$ cat config.mk
export PLATFORM = sky130hd
export DESIGN_NAME = homelab_keymatrix
export DESIGN_NICKNAME = d
export VERILOG_FILES = /design/src/rtl/homelab_kbd_pkg.sv /design/src/rtl/homelab_keymap.sv /design/src/rtl/homelab_keymatrix.sv
export SDC_FILE = /design/constraint.sdc
export NUM_CORES = 1
export LEC_CHECK = 0
export BUFFER_PORTS_ARGS = -buffer_cell sky130_fd_sc_hd__buf_2
export CAP_MARGIN = 40
export CORE_MARGIN = 3
export CORE_UTILIZATION = 60
export CTS_BUF_LIST = sky130_fd_sc_hd__clkbuf_4 sky130_fd_sc_hd__clkbuf_8 sky130_fd_sc_hd__clkbuf_16
export DETAILED_ROUTE_END_ITERATION = 8
export GPL_ROUTABILITY_DRIVEN = 0
export GPL_TIMING_DRIVEN = 0
export HOLD_SLACK_MARGIN = 0.08
export PLACE_DENSITY = 0.88
export SLEW_MARGIN = 20
export SYNTH_ARGS = -nofsm -noshare
export SYNTH_HDL_FRONTEND = slang
export SYNTH_SLANG_ARGS = --single-unit
$ cat constraint.sdc
create_clock -name CLK12 -period 3.9 [get_ports CLK12]
set_clock_uncertainty 0.05 [all_clocks]
set_input_delay 0.195 -clock CLK12 [delete_from_list [all_inputs] [get_ports CLK12]]
set_output_delay 0.195 -clock CLK12 [all_outputs]
set_load 0.005 [all_outputs]
$ cat src/rtl/homelab_kbd_pkg.sv
// Shared types for the Homelab keyboard matrix: matrix geometry, key index,
// scancode map entry and the key-hold state encoding.
package homelab_kbd_pkg;

    localparam int ROWS_DEF = 10;
    localparam int COLS_DEF = 8;
    localparam int ROW_W    = $clog2(ROWS_DEF);
    localparam int COL_W    = $clog2(COLS_DEF);

    typedef logic [$clog2(ROWS_DEF*COLS_DEF)-1:0] key_idx_t;

    typedef struct packed {
        logic             valid;
        logic [ROW_W-1:0] row;
        logic [COL_W-1:0] col;
    } keymap_t;

    typedef enum logic [1:0] {
        IDLE  = 2'd0,
        HOLD  = 2'd1,
        DEFER = 2'd2
    } hold_state_t;

    function automatic keymap_t key_at(input int row, input int col);
        keymap_t e;
        e.valid = 1'b1;
        e.row   = ROW_W'(row);
        e.col   = COL_W'(col);
        return e;
    endfunction

endpackage

$ cat src/rtl/homelab_keymap.sv
// PS/2 set-2 scancode to Homelab matrix position; unmapped codes return valid = 0.
module homelab_keymap
    import homelab_kbd_pkg::*;
(
    input  logic [7:0] key_code,
    output keymap_t    entry
);

    // Pure lookup table, one row of the matrix per group of eight codes.
    always_comb begin
        entry = '0;
        case (key_code)
            8'h29: entry = key_at(0, 0);
            8'h5A: entry = key_at(0, 1);
            8'h72: entry = key_at(0, 2);
            8'h75: entry = key_at(0, 3);
            8'h74: entry = key_at(0, 4);
            8'h6B: entry = key_at(0, 5);
            8'h66: entry = key_at(0, 6);
            8'h0D: entry = key_at(0, 7);
            8'h45: entry = key_at(1, 0);
            8'h16: entry = key_at(1, 1);
            8'h1E: entry = key_at(1, 2);
            8'h26: entry = key_at(1, 3);
            8'h25: entry = key_at(1, 4);
            8'h2E: entry = key_at(1, 5);
            8'h36: entry = key_at(1, 6);
            8'h3D: entry = key_at(1, 7);
            8'h3E: entry = key_at(2, 0);
            8'h1C: entry = key_at(2, 1);
            8'h1B: entry = key_at(2, 2);
            8'h23: entry = key_at(2, 3);
            8'h2B: entry = key_at(2, 4);
            8'h34: entry = key_at(2, 5);
            8'h33: entry = key_at(2, 6);
            8'h3B: entry = key_at(2, 7);
            8'h42: entry = key_at(3, 0);
            8'h4B: entry = key_at(3, 1);
            8'h15: entry = key_at(3, 2);
            8'h1D: entry = key_at(3, 3);
            8'h24: entry = key_at(3, 4);
            8'h2D: entry = key_at(3, 5);
            8'h2C: entry = key_at(3, 6);
            8'h35: entry = key_at(3, 7);
            8'h3C: entry = key_at(4, 0);
            8'h43: entry = key_at(4, 1);
            8'h44: entry = key_at(4, 2);
            8'h4D: entry = key_at(4, 3);
            8'h1A: entry = key_at(4, 4);
            8'h22: entry = key_at(4, 5);
            8'h21: entry = key_at(4, 6);
            8'h2A: entry = key_at(4, 7);
            8'h32: entry = key_at(5, 0);
            8'h31: entry = key_at(5, 1);
            8'h3A: entry = key_at(5, 2);
            8'h46: entry = key_at(5, 3);
            8'h41: entry = key_at(5, 4);
            8'h49: entry = key_at(5, 5);
            8'h4A: entry = key_at(5, 6);
            8'h4E: entry = key_at(5, 7);
            8'h12: entry = key_at(6, 0);
            8'h59: entry = key_at(6, 1);
            8'h14: entry = key_at(6, 2);
            8'h11: entry = key_at(6, 3);
            8'h76: entry = key_at(6, 4);
            8'h05: entry = key_at(6, 5);
            8'h06: entry = key_at(6, 6);
            8'h55: entry = key_at(6, 7);
            default: entry = '0;
        endcase
    end

endmodule

$ cat src/rtl/homelab_keymatrix.sv
// PS/2 key events from user_io into the Homelab keyboard matrix (CLK12 domain).
// Define HOMELAB_KEY_HOLD_EN to compile in the short-tap stretching machine.
module homelab_keymatrix
    import homelab_kbd_pkg::*;
#(
    parameter int ROWS        = ROWS_DEF,
    parameter int COLS        = COLS_DEF,
    parameter int HOLD_CYCLES = 240000
) (
    input  logic                 CLK12,
    input  logic                 RESET_N,
    input  logic                 KEY_STROBE,
    input  logic                 KEY_PRESSED,
    input  logic [7:0]           KEY_CODE,
    input  logic [ROWS-1:0]      ROW_SEL_N,
    output logic [COLS-1:0]      COL_OUT_N,
    output logic [ROWS*COLS-1:0] KEY_MATRIX
);

`ifdef HOMELAB_KEY_HOLD_EN
    localparam bit HOLD_BUILD = 1'b1;
`else
    localparam bit HOLD_BUILD = 1'b0;
`endif
    localparam bit HOLD_EN = HOLD_BUILD && (HOLD_CYCLES > 0);

    logic                 strobe_r;
    logic                 armed_r;
    logic [ROWS*COLS-1:0] matrix_r;
    logic [COLS-1:0]      col_any_s;
    keymap_t              km_s;
    logic                 hit_s;
    key_idx_t             idx_s;

    homelab_keymap u_keymap (
        .key_code (KEY_CODE),
        .entry    (km_s)
    );

    // Strobe history; the first edge after reset only arms the detector.
    always_ff @(posedge CLK12 or negedge RESET_N) begin
        if (!RESET_N) begin
            strobe_r <= 1'b0;
            armed_r  <= 1'b0;
        end else begin
            strobe_r <= KEY_STROBE;
            armed_r  <= 1'b1;
        end
    end

    assign hit_s = armed_r && (KEY_STROBE != strobe_r) && km_s.valid
                   && (int'(km_s.row) < ROWS) && (int'(km_s.col) < COLS);
    assign idx_s = key_idx_t'(int'(km_s.row) * COLS + int'(km_s.col));

`ifdef HOMELAB_KEY_HOLD_EN
    if (HOLD_EN) begin : g_hold
        localparam int                CNT_W    = $clog2(HOLD_CYCLES + 1);
        localparam logic [CNT_W-1:0]  CNT_LOAD = CNT_W'(HOLD_CYCLES - 1);

        hold_state_t      state_r;
        key_idx_t         last_r;
        logic [CNT_W-1:0] cnt_r;
        logic             make_s;
        logic             brk_s;

        assign make_s = hit_s && KEY_PRESSED;
        assign brk_s  = hit_s && !KEY_PRESSED;

        // Hold machine and matrix update; the counter equals HOLD_CYCLES minus
        // edges since the last make, so a deferred clear lands exactly on time.
        always_ff @(posedge CLK12 or negedge RESET_N) begin
            if (!RESET_N) begin
                state_r  <= IDLE;
                last_r   <= '0;
                cnt_r    <= '0;
                matrix_r <= '0;
            end else begin
                cnt_r <= (cnt_r != '0) ? cnt_r - CNT_W'(1) : '0;
                case (state_r)
                    IDLE: begin
                        if (make_s) begin
                            matrix_r[idx_s] <= 1'b1;
                            last_r          <= idx_s;
                            cnt_r           <= CNT_LOAD;
                            state_r         <= HOLD;
                        end else if (brk_s) begin
                            matrix_r[idx_s] <= 1'b0;
                        end
                    end
                    HOLD: begin
                        if (make_s) begin
                            matrix_r[idx_s] <= 1'b1;
                            last_r          <= idx_s;
                            cnt_r           <= CNT_LOAD;
                        end else if (brk_s && (idx_s == last_r) && (cnt_r != '0)) begin
                            state_r <= DEFER;
                        end else begin
                            if (brk_s) begin
                                matrix_r[idx_s] <= 1'b0;
                            end
                            if (cnt_r == '0) begin
                                state_r <= IDLE;
                            end
                        end
                    end
                    DEFER: begin
                        if (make_s) begin
                            if (idx_s != last_r) begin
                                matrix_r[last_r] <= 1'b0;
                            end
                            matrix_r[idx_s] <= 1'b1;
                            last_r          <= idx_s;
                            cnt_r           <= CNT_LOAD;
                            state_r         <= HOLD;
                        end else begin
                            if (brk_s && (idx_s != last_r)) begin
                                matrix_r[idx_s] <= 1'b0;
                            end
                            if (cnt_r == '0) begin
                                matrix_r[last_r] <= 1'b0;
                                state_r          <= IDLE;
                            end
                        end
                    end
                    default: begin
                        state_r <= IDLE;
                    end
                endcase
            end
        end
    end
`endif

    if (!HOLD_EN) begin : g_direct
        // Without stretching a make sets and a break clears on the same edge.
        always_ff @(posedge CLK12 or negedge RESET_N) begin
            if (!RESET_N) begin
                matrix_r <= '0;
            end else if (hit_s) begin
                matrix_r[idx_s] <= KEY_PRESSED;
            end
        end
    end

    // Wired-OR of every selected row onto the column lines.
    always_comb begin
        col_any_s = '0;
        for (int r = 0; r < ROWS; r++) begin
            if (!ROW_SEL_N[r]) begin
                col_any_s = col_any_s | matrix_r[r*COLS +: COLS];
            end else begin
                col_any_s = col_any_s;
            end
        end
    end

    assign COL_OUT_N  = ~col_any_s;
    assign KEY_MATRIX = matrix_r;

endmodule

==> flow_summary.yaml <==
clocking:
  cts_tree: "done"
  clk_pin_slew_ns: 0.07
  cts.sinks: 66
  cts_buffers: 9
  clockRootBuffer: "clkbuf_8"
  clk_latency_ns: 0.34
  cts.path.max_buffers: 2
  htree_levels: 3
synthesis:
  async_flop_share_pct: 100
  synth_edf_count: 0
  yosysWarnings: 0
  synth_seq_cells: 66
  syn_inst: 536
  syn_area_per_cell_sq_um: 9.16
  synth_cell_types: 66
  synth_top_area_share_pct: 33.6
  ys.flop_type: "dfrtp_1"
  seq_area_frac_synth_pct: 33.6
  synth_area_leaders: "dfrtp_1 (34%), mux2_1 (12%), inv_1 (5.2%)"
  synth_area_sq_mm: 0.00491
  yosysTopAreaCell: "dfrtp_1"
power:
  p_leak_uw: 0.00267
  powerDensity_mw_per_mm2: 295
  finalPower_uw: 1690
  peakVddDrop_v: 0.000294
floorplan:
  die_h_um: 96.5
  rows: 32
  start_util_pct: 62.6
  ioPinCount: 110
  die-area_sq_mm: 0.00930
  fp.dieW_um: 96.5
  core-area_sq_mm: 0.00785
setup_path:
  critPathArrivalTime_ns: 3.58
  rr_worst_depth: 9
  crit_buf_inv: 5
  crit_path_cell_trace: "buf_2 -> inv_1 -> ha_1 -> clkbuf_1 -> nand2_1 -> a21oi_1 -> a211oi_1 -> o32ai_1 -> nor2b_1 -> clkbuf_1 -> buf_2 -> nand3_1 -> mux2_1"
  cp_max_fo: 10
  critPathSlowestCell: "o32ai_1"
  startpoint_type: "input port"
  rr_startpoint: "strobe_r$_DFF_PN0_"
  r2r_setup_slack_ns: 1.27
  end_kind: "flop"
  worst_r2r_endpoint: "KEY_MATRIX[2]$_DFFE_PN0P_"
  cpLargestDelayFamily: "buffers and inverters"
  worstPathRequired_ns: 4.08
  slowest_delay_ns: 0.76
  crit_type: "input port to flop"
routing:
  vias: 4884
  drt_first_iter_violations: 511
  drtAntennaViolNets: 0
  drc: 0
  wl_per_cell_um: 19.7
  wirelength_um: 14800
  via_per_inst: 6.51
  drt_pass1_iterations: 6
grt:
  grt_pass1_vias: 4383
  grt_pass1_wl_um: 22600
  grt-ovfl-total: 0
  grt_max_degree: 36
  grt_usage_pct: 31.9
  antenna_found_initial: 0
timing:
  finalSetupViolCount: 0
  drv_slew: 0
  finalSetupTns_ns: 0
  fmax_mhz: 294
  hold_violations: 0
  period_needed_ns: 3.40
  slew_headroom_pct: 43.3
  grt_setup_unrepaired: "false"
  tightest_slew_ns: 0.848
  finalCritPeriodShare_pct: 87.1
place:
  port-buffer-count: 78
  placed_cells: 732
  dpl.hpwl_um: 11000
cells_and_area:
  final_cells: 750
  mostFrequentLayoutCell: "buf_2"
  drive_gt1_share_pct: 27.2
  nets: 672
  diodes: 0
  area_delta_synth_final_pct: 16.6
  layout_common_cells: "buf_2 (92), inv_1 (68), dfrtp_1 (66)"
status:
  status: "complete, no violations"
flow_run:
  maxCapViolCount: 0
worst_hold_path:
  worstHoldPathType: "input port to asynchronous set/reset pin"
## cells by family (layout without fill, tap and decap cells)
family / count (synthesis) / count (layout) / share of synthesized area [%]
multiplexers: 75 / 75 / 17.0
AO/OA/AOI/OAI: 96 / 96 / 14.0
other: 2 / 17 / 0.153
adder cells (fa/ha/maj): 7 / 7 / 1.78
flip-flops: 66 / 66 / 33.6
XOR/XNOR: 1 / 1 / 0.178
buffers and inverters: 136 / 233 / 13.3
AND/OR/NAND/NOR: 153 / 153 / 19.9
## state kept, by name (all words and copies together) (netlist names)
name / count
KEY_MATRIX: 64
armed_r: 1
strobe_r: 1
## area by class of cell
| type | count | area (sq um) |
|---|---|---|
| multi-input combinational | 349 | 2660 |
| buffer | 65 | 387 |
| timing repair buffer | 81 | 433 |
| clock buffer | 11 | 145 |
| fill | 553 | 2120 |
| tap | 102 | 128 |
| inverter | 71 | 267 |
| clock inverter | 5 | 53.8 |
| sequential | 66 | 1650 |
## through the flow
| stage | area, sq um | util (%) | hold slack, ns | worst slack (ns) |
|---|---|---|---|---|
| 6_report | 5730 | 73.0 | 0.274 | 0.502 |
| 5_1_grt | 5730 | 73.0 | 0.321 | 0.339 |
| 4_1_cts | 5730 | 73.0 | 0.277 | 0.652 |
| 3_5_place_dp | 5510 | 70.2 | 0.107 | 0.303 |
| 3_3_place_gp | 5480 | 69.9 | 0.279 | 0.406 |
| 2_1_floorplan | 4970 | - | -0.151 | 1.08 |
## power breakdown
part / switching [uW] / internal (uW)
Combinational: 237 / 141
Clock: 262 / 317
Sequential: 22.9 / 710
## per-layer routing
layer | up-vias | GRT usage, % | share of wire, %
met5 | - | 0 | 0
met4 | 0 | 14.1 | 4.5
met3 | 87 | 7.36 | 13
met2 | 439 | 49.8 | 45
met1 | 2248 | 42.3 | 38
li1 | 2110 | - | -
## worst max-delay path by stage
stage / cells after the start / to / start / slack (ns)
2_1_floorplan: 12 / KEY_MATRIX[2]$_DFFE_PN0P_ / KEY_CODE[0] / 1.08
3_3_place_gp: 13 / KEY_MATRIX[14]$_DFFE_PN0P_ / KEY_CODE[1] / 0.41
3_5_place_dp: 13 / KEY_MATRIX[0]$_DFFE_PN0P_ / KEY_CODE[1] / 0.30
4_1_cts: 13 / KEY_MATRIX[0]$_DFFE_PN0P_ / KEY_CODE[1] / 0.65
5_1_grt: 13 / KEY_MATRIX[11]$_DFFE_PN0P_ / KEY_CODE[0] / 0.34
6_report: 13 / KEY_MATRIX[51]$_DFFE_PN0P_ / KEY_CODE[0] / 0.50
## Yosys cell counts, types with 3 or more instances
cell type / n
a2111oi_0: 3
a211oi_1: 9
a21oi_1: 9
a31oi_1: 5
and2_1: 6
and3_1: 3
buf_2: 15
buf_4: 21
buf_6: 6
clkbuf_1: 22
dfrtp_1: 66
ha_1: 7
inv_1: 68
mux2_1: 53
mux2_2: 15
mux2i_1: 7
nand2_1: 11
nand2b_1: 16
nand3_1: 38
nor2_1: 9
nor2b_1: 6
nor4_1: 31
nor4_2: 10
o211ai_1: 5
o21ai_0: 8
o22ai_1: 33
## repair_timing
item                      in CTS  in global routing
setup buffers                  0                  0
hold buffers                   2                  0
hold endpoints to repair      32                  0
gates resized for setup        0                  0
Power figures use the tool's default switching activity.
